### src/rtl/rom_slot_update.sv
// Two-cartridge slot mapper: snapshots ROM download info and writes one
// {valid, mapper, base, mask} entry per cartridge into the slot config table.
//
// state | meaning
// IDLE  | waiting for update_request
// SNAP  | capture rom0/rom1 inputs, clear overflow, select cart 0
// CALC  | derive block count and validity for the current cart
// MASK  | grow the power-of-two-minus-one mask until it covers the image
// WRITE | hold cfg_we/cfg_addr/cfg_data until cfg_ready
// NEXT  | advance to cart 1, or finish
// ACK   | one-cycle update_ack pulse
module rom_slot_update #(
    parameter int BLOCK_BITS = 14
) (
    input  logic        clk,
    input  logic        reset,
    input  logic        update_request,
    output logic        update_ack,
    input  logic        rom0_loaded,
    input  logic        rom1_loaded,
    input  logic [4:0]  rom0_mapper,
    input  logic [4:0]  rom1_mapper,
    input  logic [24:0] rom0_size,
    input  logic [24:0] rom1_size,
    output logic        cfg_we,
    input  logic        cfg_ready,
    output logic        cfg_addr,
    output logic [29:0] cfg_data,
    output logic        busy,
    output logic        overflow
);

    typedef enum logic [2:0] {
        ST_IDLE, ST_SNAP, ST_CALC, ST_MASK, ST_WRITE, ST_NEXT, ST_ACK
    } state_t;

    localparam logic [24:0] LOW_MASK   = (25'd1 << BLOCK_BITS) - 25'd1;
    localparam logic [12:0] SPACE_BLKS = 13'd2048;

    state_t      state_q;
    logic        ack_q;
    logic        we_q;
    logic        addr_q;
    logic [29:0] data_q;
    logic        ovf_q;

    logic        loaded0_q, loaded1_q;
    logic [4:0]  mapper0_q, mapper1_q;
    logic [24:0] size0_q, size1_q;

    logic        cart_q;
    logic [11:0] blocks_q;
    logic [11:0] mask_q;
    logic        valid_q;
    logic [11:0] mask0_q;
    logic        valid0_q;

    logic [24:0] size_sel;
    logic        loaded_sel;
    logic [4:0]  mapper_sel;
    logic [11:0] blocks_d;
    logic [11:0] base_d;
    logic [12:0] span_d;
    logic        fits_d;
    logic        entry_ok;
    logic [29:0] data_d;
    logic        mask_done;

    always_comb begin
        size_sel   = cart_q ? size1_q   : size0_q;
        loaded_sel = cart_q ? loaded1_q : loaded0_q;
        mapper_sel = cart_q ? mapper1_q : mapper0_q;
        blocks_d   = 12'(size_sel >> BLOCK_BITS) + {11'd0, |(size_sel & LOW_MASK)};
        base_d     = 12'd0;
        if (cart_q && valid0_q) begin
            base_d = mask0_q + 12'd1;
        end
        span_d    = {1'b0, base_d} + {1'b0, mask_q} + 13'd1;
        fits_d    = (span_d <= SPACE_BLKS);
        // Only cart 1 can run past the end; cart 0 always starts at block 0.
        entry_ok  = valid_q && (!cart_q || fits_d);
        data_d    = entry_ok ? {1'b1, mapper_sel, base_d, mask_q} : 30'd0;
        mask_done = !valid_q || (mask_q >= (blocks_q - 12'd1));
    end

    always_ff @(posedge clk) begin
        if (reset) begin
            state_q   <= ST_IDLE;
            ack_q     <= 1'b0;
            we_q      <= 1'b0;
            addr_q    <= 1'b0;
            data_q    <= 30'd0;
            ovf_q     <= 1'b0;
            loaded0_q <= 1'b0;
            loaded1_q <= 1'b0;
            mapper0_q <= 5'd0;
            mapper1_q <= 5'd0;
            size0_q   <= 25'd0;
            size1_q   <= 25'd0;
            cart_q    <= 1'b0;
            blocks_q  <= 12'd0;
            mask_q    <= 12'd0;
            valid_q   <= 1'b0;
            mask0_q   <= 12'd0;
            valid0_q  <= 1'b0;
        end else begin
            case (state_q)
                ST_IDLE: begin
                    if (update_request) begin
                        state_q <= ST_SNAP;
                    end
                end
                ST_SNAP: begin
                    loaded0_q <= rom0_loaded;
                    loaded1_q <= rom1_loaded;
                    mapper0_q <= rom0_mapper;
                    mapper1_q <= rom1_mapper;
                    size0_q   <= rom0_size;
                    size1_q   <= rom1_size;
                    ovf_q     <= 1'b0;
                    cart_q    <= 1'b0;
                    state_q   <= ST_CALC;
                end
                ST_CALC: begin
                    blocks_q <= blocks_d;
                    valid_q  <= loaded_sel && (blocks_d != 12'd0);
                    mask_q   <= 12'd0;
                    state_q  <= ST_MASK;
                end
                ST_MASK: begin
                    if (mask_done) begin
                        data_q  <= data_d;
                        addr_q  <= cart_q;
                        we_q    <= 1'b1;
                        state_q <= ST_WRITE;
                        if (!cart_q) begin
                            mask0_q  <= mask_q;
                            valid0_q <= valid_q;
                        end else if (valid_q && !fits_d) begin
                            ovf_q <= 1'b1;
                        end
                    end else begin
                        mask_q <= {mask_q[10:0], 1'b1};
                    end
                end
                ST_WRITE: begin
                    if (cfg_ready) begin
                        we_q    <= 1'b0;
                        state_q <= ST_NEXT;
                    end
                end
                ST_NEXT: begin
                    if (!cart_q) begin
                        cart_q  <= 1'b1;
                        state_q <= ST_CALC;
                    end else begin
                        ack_q   <= 1'b1;
                        state_q <= ST_ACK;
                    end
                end
                ST_ACK: begin
                    ack_q   <= 1'b0;
                    state_q <= ST_IDLE;
                end
                default: begin
                    state_q <= ST_IDLE;
                end
            endcase
        end
    end

    assign update_ack = ack_q;
    assign cfg_we     = we_q;
    assign cfg_addr   = addr_q;
    assign cfg_data   = data_q;
    assign overflow   = ovf_q;
    assign busy       = (state_q != ST_IDLE);

endmodule
### config.mk
export PLATFORM = sky130hd
export DESIGN_NAME = rom_slot_update
export DESIGN_NICKNAME = d
export VERILOG_FILES = /design/src/rtl/rom_slot_update.sv
export SDC_FILE = /design/constraint.sdc
export NUM_CORES = 1
export LEC_CHECK = 0
export BUFFER_PORTS_ARGS = -buffer_cell sky130_fd_sc_hd__buf_2
export CORE_MARGIN = 2
export CORE_UTILIZATION = 55
export DETAILED_ROUTE_END_ITERATION = 8
export PLACE_DENSITY = 0.79
export SYNTH_ARGS = -nofsm -noshare
export SYNTH_HDL_FRONTEND = slang
export SYNTH_SLANG_ARGS = --single-unit
export TNS_END_PERCENT = 1
### constraint.sdc
create_clock -name clk -period 10.15 [get_ports clk]
set_clock_uncertainty 0.05 [all_clocks]
set_input_delay 2.5375 -clock clk [delete_from_list [all_inputs] [get_ports clk]]
set_output_delay 2.5375 -clock clk [all_outputs]
set_load 0.05 [all_outputs]
Word level (Yosys, flattened, before mapping)
Index checks and enable logic that the tools add are counted.
{ "word_totals": {"word_cells": 86, "register_bits": 138} }
{ "classes": {"addsub": 5, "reduce_logical": 25, "mux": 22, "order_cmp": 2, "n_eq_ne": 13, "n_bitwise": 1} }
{ "ops": {"columns": ["cell", "count"], "rows": [
  ["30-bit two-way mux", 1],
  ["25-bit two-way mux", 1],
  ["12-bit two-way mux", 2],
  ["12-bit case mux with 2 select lines", 1],
  ["3-bit case mux with 6 select lines", 1],
  ["2-bit != test, second input constant", 7],
  ["14-bit OR reduction", 1],
  ["12-bit by 12-bit adder with 13-bit output", 1],
  ["13-bit by 1-bit adder with 13-bit output, second input constant", 1],
  ["13-bit by 12-bit less-or-equal comparator with 1-bit output, second input constant", 1],
  ["11-bit by 1-bit adder with 12-bit output", 1],
  ["12-bit by 1-bit adder with 12-bit output, second input constant", 1],
  ["12-bit >= comparator", 1],
  ["3-bit two-way mux", 4],
  ["12-bit nonzero test", 1],
  ["12-bit by 1-bit subtractor with 12-bit output, second input constant", 1],
  ["2-bit nonzero test", 5],
  ["3-bit equality test, second input constant", 3],
  ["3-bit AND reduction", 3],
  ["1-bit case mux with 2 select lines", 4],
  ["1-bit two-way mux", 7],
  ["3-bit by 2-bit equality test with 1-bit output, second input constant", 2],
  ["2-bit AND reduction", 3],
  ["5-bit two-way mux", 1],
  ["other kinds (8)", 14]
]} }

Depth between registers and ports, before layout
Gate-level depths: netlist of run 1.
{ "depth": {"depth_word": 11, "mapped_depth": 16} }

Least setup slack after synthesis of run 1
Ideal clock, no wire load.
{ "synth_path": {"kind": "reg-to-reg", "startpoint": "reg cart_q", "endpoint": "reg ovf_q (netlist: overflow)", "slack_ns": 6.013, "t_arrival_ns": 3.965, "stages_incl_launch_ff": 15, "period_less_slack_ns": 4.137, "path_buffers": 3, "setup_ns": 0.122, "required_time_ns": 9.978, "cell_sequence": "dfxtp_1 > buf_2 > buf_1 > clkbuf_1 > nand2_1 > nor2_1 > ha_1 > a21o_1 > a21oi_1 > a31oi_1 > or3_1 > a2111o_1 > o41ai_4 > nor2_1 > o311a_1"} }
{ "synth_between": {"elab_chain_len": 9, "word_cells_on_any_way": 10, "cone_classes": "add/sub (2); order compare (1); eq/ne (2); mux (1); reduce/logical (4)"} }
{ "synth_lines": {"columns": ["item", "line_no", "rtl"], "rows": [
  ["from (decl)", "51", "logic cart_q;"],
  ["from (signal assigned)", "100", "cart_q <= 1'b0;"],
  ["from (signal assigned)", "121", "cart_q <= 1'b0;"],
  ["from (signal assigned)", "154", "cart_q <= 1'b1;"],
  ["1-bit logical AND", "75", "if (cart_q && valid0_q) begin"],
  ["12-bit two-way mux", "75", null],
  ["12-bit by 12-bit adder with 13-bit output", "78", "span_d = {1'b0, base_d} + {1'b0, mask_q} + 13'd1;"],
  ["13-bit by 1-bit adder with 13-bit output", "78", null],
  ["13-bit by 12-bit less-or-equal comparator with 1-bit output", "79", "fits_d = (span_d <= SPACE_BLKS);"],
  ["1-bit zero test", "139", "end else if (valid_q && !fits_d) begin"],
  ["1-bit logical AND", "139", null],
  ["2-bit != test (no line)", null, null],
  ["4-bit AND reduction (no line) *", null, null],
  ["to (signal assigned)", "93", "ovf_q <= 1'b0;"],
  ["to (signal assigned)", "120", "ovf_q <= 1'b0;"],
  ["to (signal assigned)", "140", "ovf_q <= 1'b1;"],
  ["to (decl)", "45", "logic ovf_q;"]
]} }
Every way passes the cells marked *; elsewhere a longest branch is shown, timed or not.
A chain may end at the register's enable or synchronous reset.

Worst setup path in the final report of run 1
{ "layout_path": {"startpoint": "reg mask0_q[0]", "endpoint": "reg data_q[25] (netlist: cfg_data[25])"} }
{ "layout_between": {"elab_chain_len": 8} }
{ "layout_lines": {"columns": ["item", "line_no", "rtl"], "rows": [
  ["from (decl)", "55", "logic [11:0] mask0_q;"],
  ["from (signal assigned)", "137", "mask0_q <= mask_q;"],
  ["12-bit by 1-bit adder with 12-bit output", "76", "base_d = mask0_q + 12'd1;"],
  ["12-bit two-way mux", "75", null],
  ["12-bit by 12-bit adder with 13-bit output", "78", null],
  ["13-bit by 1-bit adder with 13-bit output", "78", null],
  ["13-bit by 12-bit less-or-equal comparator with 1-bit output", "79", null],
  ["1-bit logical OR", "81", "entry_ok = valid_q && (!cart_q || fits_d);"],
  ["1-bit logical AND", "81", null],
  ["30-bit two-way mux", "82", "data_d = entry_ok ? {1'b1, mapper_sel, base_d, mask_q} : 30'd0;"],
  ["to (signal assigned)", "132", "data_q <= data_d;"],
  ["to (decl)", "44", "logic [29:0] data_q;"]
]} }
Every way passes these cells.

==> qor.csv, run 1 <==
stage,metric,value,unit
status,status,completed,
flow_run,Max Cap Viol,0,
floorplan,Initial Util,56.4,%
cts,H-tree depth,4,
synthesis,Yosys reg bits,138,
critical_path,RR Endpoint,cfg_data[25]$_SDFFE_PP0P_,
floorplan,Core ar.,12000,µm²
floorplan,die area,13200,µm²
synthesis,"Seq/Total Area, Yosys",40.8,%
critical_path,CP arrival,4.97,ns
timing,Final Hold Viols,0,
finish,area grow syn2layout,16.4,%
timing,fin. max-slew vios,0,
synthesis,top-count cell post-synth,nand2_1,
critical_path,Critical Path RT,10.44,ns
timing,WHS,0.380,ns
critical_path,reg-to-reg startpoint,mask0_q[0]$_SDFFE_PP0P_,
placement,worst slack at placement,5.50,ns
cts,"Clk Latency, worst-skew pair",0.42,ns
timing,Final WS setup,5.47,ns
critical_path,CP Capture Type,flip-flop,
cts,clk sinks,138,
synthesis,ranking of synthesized cells by area,"dfxtp_1 (41%), nand2_1 (11%), a21oi_1 (8.0%), ha_1 (5.2%), mux2i_1 (3.1%)",
timing,Max Clock Freq,214,MHz
synthesis,"Distinct cells, synth",51,
global_routing,total grt overflow,0,
finish,share of layout cells above drive strength 1,16.0,%
route,average wire per standard cell,14.4,µm
global_routing,vias in the first global route,5601,
synthesis,"Primary FF master, synth",dfxtp_1,
synthesis,Yosys top cell by area,dfxtp_1,
synthesis,share of the synthesized area in the top cell type,40.8,%
cts,clock buffer depth,2,
critical_path,Crit Path Class,flip-flop to flip-flop,
cts,post-CTS setup buffer count,0,
route,drt drc,0,
global_routing,initial antenna violation count,0,
synthesis,Synth warnings,0,
route,number of iterations in the first detailed-routing pass,5,
route,vias,6125,
floorplan,die width,115,µm
timing,final worst-path cycle share,46.1,%
global_routing,first-pass GRT wire length,26000,µm
finish,nets@finish,1024,
worst_hold_path,Worst Hold End,cfg_data[19]$_SDFFE_PP0P_,
finish,Multi-input gate area,3780,µm²
timing,final setup violation count,0,
timing,worst-margin pin slew,1.25,ns
synthesis,Mapped Area,6780,µm²
finish,ant diodes,0,
cts,CTS Hold Bufs,0,
worst_hold_path,Hold Path Cell Cnt,2,
global_routing,pin count of the biggest net entering global routing,112,
route,Via density,5.62,
route,Detailed Route Iter0 Violations,487,
finish,sequential standard cell area,2760,µm²
floorplan,Die Y,115,µm
route,"antenna viol nets, final",0,
global_routing,Total GRT Usage,24.4,%
synthesis,Synth top cells by count,"nand2_1 (205), dfxtp_1 (138), a21oi_1 (109), nor2_1 (50), clkbuf_1 (46)",
placement,GPL Wtd Cong,0.865,
cts,Clock Pin Slew Worst Setup and Hold Paths,0.06,ns
synthesis,post-synthesis async set-or-reset flop share,0,%
worst_hold_path,Hold Path Class,flip-flop to flip-flop,
synthesis,Synth Net Count,950,
critical_path,Register-to-Register Path Depth,13,
timing,fin crit period,4.68,ns
cts,total CTS buffers,17,
critical_path,r2r setup slk,5.47,ns
pwr,"IR drop worst, VDD",0.123,mV
timing,RSZ-0062 raised after global routing,no,
cts,root buffer cell,clkbuf_16,
pwr,"Power, Total",1.27,mW
synthesis,Post-synth EDFFs,0,
worst_hold_path,min-delay src,cfg_data[19]$_SDFFE_PP0P_,
timing,TNS Setup,0,ns
critical_path,Crit Path Max Fanout,24,
placement,DP HPWL,10700,µm
placement,Port Buffers,100,
cts,post_cts resized,0,
synthesis,syn_area_per_cell,7.92,µm²
synthesis,Post-Synthesis Cells,856,
critical_path,startpoint type of the worst setup path,flip-flop,
pwr,pwr dens,161,nW/µm²
timing,max_slew headroom,16.1,%
finish,# fillers,1054,
pwr,leakage,3.16,nW
floorplan,FP Rows,40,
cts,CTS tree,built,
floorplan,num ports,101,
route,WL final,15700,µm
final cells by class:
class	count	area share [%]
repair buffers	105	6.85
flip-flops and latches	138	35.0
multi-input cells	651	47.9
well taps	147	2.33
clock buffers	18	5.57
inverters	17	0.809
clock inverters	13	1.54
flip-flops by register name, summed over array words and instances, names as in the netlist, 3 cells and up:
name       count
blocks_q      12
cfg_data      30
mapper0_q      5
mapper1_q      5
mask0_q       12
mask_q        12
size0_q       25
size1_q       25
state_q        3
layout by cell type, fill, tap and decap left out, types with 2 or more instances in the layout:
cell type   synthesis  layout
a21oi_1           109     109
clkinv_4            0       2
a221oi_1            2       2
or4_1               2       2
nor3_1             12      12
nor3b_1            12      12
and3_1              2       2
nand3b_1            8       8
a211oi_1            4       4
nor2b_1             9       9
dfxtp_1           138     138
mux2i_1            21      21
nor4_1              9       9
o2111ai_1          11      11
buf_4               1       6
a31oi_1             4       4
inv_6               0       3
buf_2               1      99
o21ai_0            32      32
o211ai_1           14      14
clkinvlp_4          0       5
xor2_1             10      10
a22oi_1            19      19
o21a_1              6       6
nand2b_1           10      10
clkbuf_16           0      17
a21o_1              3       3
inv_1              17      17
nand4_1             2       2
xnor2_1            20      20
mux2_2              5       5
and2_1              2       2
or3_1               7       7
nor2_1             50      48
nand2_1           205     205
or2_2               3       3
ha_1               28      28
clkinv_2            0       2
nand3_1            16      16
kinds of logic after synthesis:
kind of cell	synth area share [%]
AO/OA/AOI/OAI	19.2
XOR/XNOR	3.88
multiplexers	3.93
flip-flops	40.8
buffers and inverters	3.80
AND/OR/NAND/NOR	23.3
adder cells (fa/ha/maj)	5.17
per-stage QoR:
stage                     area (µm²)  util (%)  cells
after floorplan                 6780         -    856
after global placement          7330      61.0   1058
after detailed placement        7330      61.0   1058
after CTS                       7890      65.7   1089
after global routing            7890      65.7   1089
final                           7890      65.7   1089
critical path: stages, from the launching register on:
cell and delay, ns:
dfxtp_1 0.41, ha_1 0.25, nand2_1 0.12, or3_1 0.36, a21oi_1 0.22, ha_1 0.32
a21oi_1 0.27, o211ai_1 0.14, a211oi_1 0.25, o2111ai_1 0.14, a2111o_1 0.46, o41ai_4 1.08
o2111ai_2 0.31, o21ai_0 0.22
worst max-delay path by stage:
stage,from,end,slack (ns),depth (start not counted)
detailed placement,reset,cfg_data[2]$_SDFFE_PP0P_,5.50,7
finish,mask0_q[0]$_SDFFE_PP0P_,cfg_data[25]$_SDFFE_PP0P_,5.47,13
floorplan,cart_q$_SDFFE_PP0P_,overflow$_SDFFE_PP0P_,6.01,14
global placement,reset,cfg_data[1]$_SDFFE_PP0P_,5.57,7
CTS,mask0_q[0]$_SDFFE_PP0P_,cfg_data[25]$_SDFFE_PP0P_,5.54,13
global route,mask0_q[0]$_SDFFE_PP0P_,cfg_data[24]$_SDFFE_PP0P_,5.12,13
report_power, final:
group          internal [mW]  leakage (nW)  switching [mW]
Sequential             0.561          1.12          0.0130
Combinational         0.0464          1.78          0.0722
Clock                  0.343         0.261           0.238
layer usage:
metal	up-vias	part of all wire [%]	routed length (µm)	track usage [%]
met2	174	48	7490	40.5
met5	-	0	0	0
li1	3130	-	-	-
met3	36	4.6	727	5.32
met4	0	2.9	450	9.00
met1	2785	45	6990	31.4
Note: power is estimated with default switching activity, not from simulation.
==> inputs of run 2 (changes only) <==
--- a/config.mk
+++ b/config.mk
@@ -5,9 +5,10 @@
 export SDC_FILE = /design/constraint.sdc
 export NUM_CORES = 1
 export LEC_CHECK = 0
+export ABC_AREA = 1
 export BUFFER_PORTS_ARGS = -buffer_cell sky130_fd_sc_hd__buf_2
 export CORE_MARGIN = 2
-export CORE_UTILIZATION = 55
+export CORE_UTILIZATION = 52
 export DETAILED_ROUTE_END_ITERATION = 8
 export PLACE_DENSITY = 0.79
 export SYNTH_ARGS = -nofsm -noshare
==> constraint.sdc (replaced) <==
create_clock -name clk -period 4.14 [get_ports clk]
set_clock_uncertainty 0.05 [all_clocks]
set_input_delay 1.035 -clock clk [delete_from_list [all_inputs] [get_ports clk]]
set_output_delay 1.035 -clock clk [all_outputs]
set_load 0.05 [all_outputs]
==> run 2 against run 1 <==
Effect of this change: combinational power rose to 4.8 times the previous value; final cell count up 15%; sequential share of layout area down 0.73 points; die area up 6.3%; largest power group unchanged.
==> qor.csv, run 2 <==
stage,metric,value,unit,change
route,WL final,16500,µm,+5.6%
route,number of iterations in the first detailed-routing pass,5,,unchanged
route,vias,6540,,+6.8%
critical_path,crit path cell chain,"ha_1, nand2_1, nor2_1, inv_1, nor2_1, nand3_1, nor3_1, nand2_1, o21ai_0, a21oi_1, ha_1, nand2_1, inv_1, nand2_1, inv_1, nand2_1, nand3_1, a21oi_1, nand4_1, nand3_1, buf_4, nand3_1, a21oi_1",,
timing,fin crit period,3.61,ns,-1.08 ns
critical_path,Critical Path RT,4.44,ns,-6.00 ns
worst_hold_path,Hold Path Class,flip-flop to flip-flop,,
global_routing,Total GRT Usage,24.4,%,-0.069 points
critical_path,CP arrival,3.91,ns,-1.06 ns
synthesis,Synth Area in Adders,5.13,%,-0.038 points
cts,CTS Hold Bufs,0,,unchanged
cts,clk sinks,138,,unchanged
route,Detailed Route Iter0 Violations,351,,-28%
global_routing,GRT met1 Usage,29.4,%,-2.0 points
placement,Port Buffers,100,,unchanged
timing,Final WS setup,0.534,ns,-4.93 ns
synthesis,Yosys top cell by area,dfxtp_1,,
global_routing,vias in the first global route,6103,,+9.0%
floorplan,Core ar.,12700,µm²,+5.9%
critical_path,startpoint type of the worst setup path,flip-flop,,
finish,nets@finish,1161,,+13%
timing,fin. max-slew vios,0,,unchanged
cts,"Clk Latency, worst-skew pair",0.42,ns,about the same
cts,H-tree depth,4,,unchanged
synthesis,Synth warnings,0,,unchanged
synthesis,Post-Synthesis Cells,983,,+15%
floorplan,Initial Util,53.7,%,-2.8 points
placement,GPL Wtd Cong,0.904,,+4.5%
route,drt drc,0,,unchanged
flow_run,Max Cap Viol,0,,unchanged
critical_path,"most used cell, CP",nand2_1,,
critical_path,slowest cell delay on critical path,0.38,ns,-0.70 ns
synthesis,Post-synth EDFFs,0,,unchanged
cts,clock buffer depth,2,,unchanged
route,average wire per standard cell,13.2,µm,-8.1%
synthesis,Synth Net Count,1077,,+13%
global_routing,first-pass GRT wire length,28000,µm,+7.8%
placement,DP HPWL,11400,µm,+7.0%
cts,post_cts resized,0,,unchanged
critical_path,Crit Path Max Fanout,30,,+25%
timing,Final Hold Viols,0,,unchanged
status,status,completed,,
cts,Clock Pin Slew Worst Setup and Hold Paths,0.06,ns,about the same
cts,post-CTS setup buffer count,0,,unchanged
timing,RSZ-0062 raised after global routing,no,,
synthesis,post-synthesis xor/xnor area fraction,2.42,%,-1.5 points
finish,"commonest cells after routing, fill and taps aside","nand2_1 (183), dfxtp_1 (138), a21oi_1 (117)",,
synthesis,largest family of logic cells by synthesized area,simple AND/OR/NAND/NOR gates,,
synthesis,Yosys reg bits,138,,unchanged
synthesis,Compound-Gate Fraction of Synth Area,17.6,%,-1.5 points
floorplan,die area,14100,µm²,+6.3%
floorplan,die width,119,µm,+3.1%
pwr,"IR drop worst, VDD",0.300,mV,+140%
synthesis,"Distinct cells, synth",38,,-25%
placement,worst slack at placement,0.645,ns,-4.85 ns
pwr,pwr dens,447,nW/µm²,+180%
timing,TNS Setup,0,ns,unchanged
floorplan,Die Y,119,µm,+3.1%
timing,final worst-path cycle share,87.1,%,+41 points
finish,area grow syn2layout,18.0,%,
finish,ant diodes,0,,unchanged
global_routing,initial antenna violation count,0,,unchanged
global_routing,GR peak layer,met2,,
timing,Max Clock Freq,277,MHz,+30%
synthesis,share of the synthesized area in the top cell type,40.5,%,-0.30 points
floorplan,num ports,101,,unchanged
global_routing,pin count of the biggest net entering global routing,81,,-28%
synthesis,post-synthesis async set-or-reset flop share,0,%,unchanged
global_routing,routing usage on met3,5.94,%,+0.61 points
cts,CTS tree,built,,
floorplan,FP Rows,41,,+2.5%
critical_path,"CP delay by family, top",simple AND/OR/NAND/NOR gates,,
synthesis,Synth top cells by count,"nand2_1 (183), dfxtp_1 (138), a21oi_1 (117), inv_1 (113), nor2_1 (111)",,
critical_path,WP buf/inv,4,,+4
route,Via density,5.22,,-7.1%
synthesis,top-count cell post-synth,nand2_1,,
global_routing,total grt overflow,0,,unchanged
synthesis,post-synthesis mux area share,0,%,-3.9 points
timing,worst-margin pin slew,0.703,ns,-0.551 ns
cts,root buffer cell,clkbuf_16,,
finish,Largest register FFs,30,,unchanged
finish,share of layout cells above drive strength 1,14.7,%,-1.3 points
finish,"most common cell after layout, fill and taps aside",nand2_1,,
critical_path,CP Capture Type,flip-flop,,
cts,total CTS buffers,17,,unchanged
synthesis,post-synthesis simple-gate area fraction,25.2,%,+1.9 points
synthesis,Mapped Area,6830,µm²,+0.74%
synthesis,syn_area_per_cell,6.95,µm²,-12%
synthesis,"Seq/Total Area, Yosys",40.5,%,-0.30 points
critical_path,Slowest cell on crit path,dfxtp_1,,
global_routing,met2 GRT Util,40.7,%,+0.15 points
timing,final setup violation count,0,,unchanged
critical_path,Crit Path Class,flip-flop to flip-flop,,
pwr,leakage,3.59,nW,+14%
synthesis,"Primary FF master, synth",dfxtp_1,,
synthesis,ranking of synthesized cells by area,"dfxtp_1 (40%), nand2_1 (10%), a21oi_1 (8.6%), o21ai_0 (7.0%), inv_1 (6.2%)",,
route,"antenna viol nets, final",0,,unchanged
timing,max_slew headroom,53.1,%,+37 points
==> run 2: cell types whose count changed after synthesis, sizes merged, moves of 15 or more <==
| cell | previous run | this run |
|---|---|---|
| nand2 | 205 | 186 |
| nand3 | 16 | 73 |
| xnor2 | 20 | 5 |
| mux2i | 21 | 0 |
| a22oi | 19 | 1 |
| o21ai | 33 | 99 |
| nor2 | 50 | 114 |
| inv | 17 | 114 |
==> run 2: stage by stage <==
| stage | cell area (µm²) | utilization [%] | hold WS [ns] | total power, mW | std cells |
|---|---|---|---|---|---|
| floorplan | 6830 | - | 0.374 | 1.92 | 983 |
| global placement | 7450 | 58.5 | 0.385 | 2.05 | 1220 |
| detailed placement | 7450 | 58.5 | 0.391 | 2.06 | 1220 |
| CTS | 8060 | 63.3 | 0.399 | 3.63 | 1252 |
| global route | 8060 | 63.3 | 0.421 | 3.78 | 1252 |
| finish | 8060 | 63.3 | 0.398 | 3.61 | 1252 |
==> run 2: path summary, 6_finish.rpt <==
| kind | cells after the start | start | endpoint | slack, ns |
|---|---|---|---|---|
| worst max-delay path | 23 | mask0_q[0]$_SDFFE_PP0P_ | cfg_data[28]$_SDFFE_PP0P_ | 0.53 |
| worst min-delay path | 2 | overflow$_SDFFE_PP0P_ | overflow$_SDFFE_PP0P_ | 0.40 |
| worst max register to register | 23 | mask0_q[0]$_SDFFE_PP0P_ | cfg_data[28]$_SDFFE_PP0P_ | 0.53 |
| worst min register to register | 2 | overflow$_SDFFE_PP0P_ | overflow$_SDFFE_PP0P_ | 0.40 |
==> run 2: cells by family after synthesis <==
logic type,count (synthesis)
compound gates,231
xor+xnor,18
fa+ha+maj,28
buf+inv,162
flops,138
simple gates,406
==> run 2: cell type report <==
| cell class | count | area (µm²) |
|---|---|---|
| Timing Repair Buffer | 112 | 591 |
| Clock inverter | 10 | 138 |
| Clock buffer | 22 | 474 |
| Inverter | 115 | 432 |
| Sequential cell | 138 | 2760 |
| Multi-Input combinational cell | 683 | 3450 |
| Tap cell | 172 | 215 |
| Fill cell | 1184 | 4660 |
==> run 2: per-layer routing <==
layer	vias up	share of wire, %	routed length [µm]
met1	2953	44	7240
li1	3380	-	-
met4	0	3.2	534
met5	-	0	0
met3	34	5.3	875
met2	173	48	7880
==> run 2: power by group <==
| part | total [mW] | leakage, nW | internal [mW] | switching (mW) |
|---|---|---|---|---|
| logic | 0.568 | 2.17 | 0.200 | 0.367 |
| clock network | 1.56 | 0.297 | 0.995 | 0.563 |
| registers | 1.48 | 1.13 | 1.43 | 0.0463 |
| total | 3.61 | 3.59 | 2.63 | 0.977 |
==> run 2: worst register-to-register path, delay by kind of cell (launching register included) <==
family | cells | cell delay [ns]
adder cells (fa/ha/maj) | 2 | 0.55
AND/OR/NAND/NOR | 13 | 1.49
buffers and inverters | 4 | 0.47
flip-flops | 1 | 0.38
AO/OA/AOI/OAI | 4 | 0.59
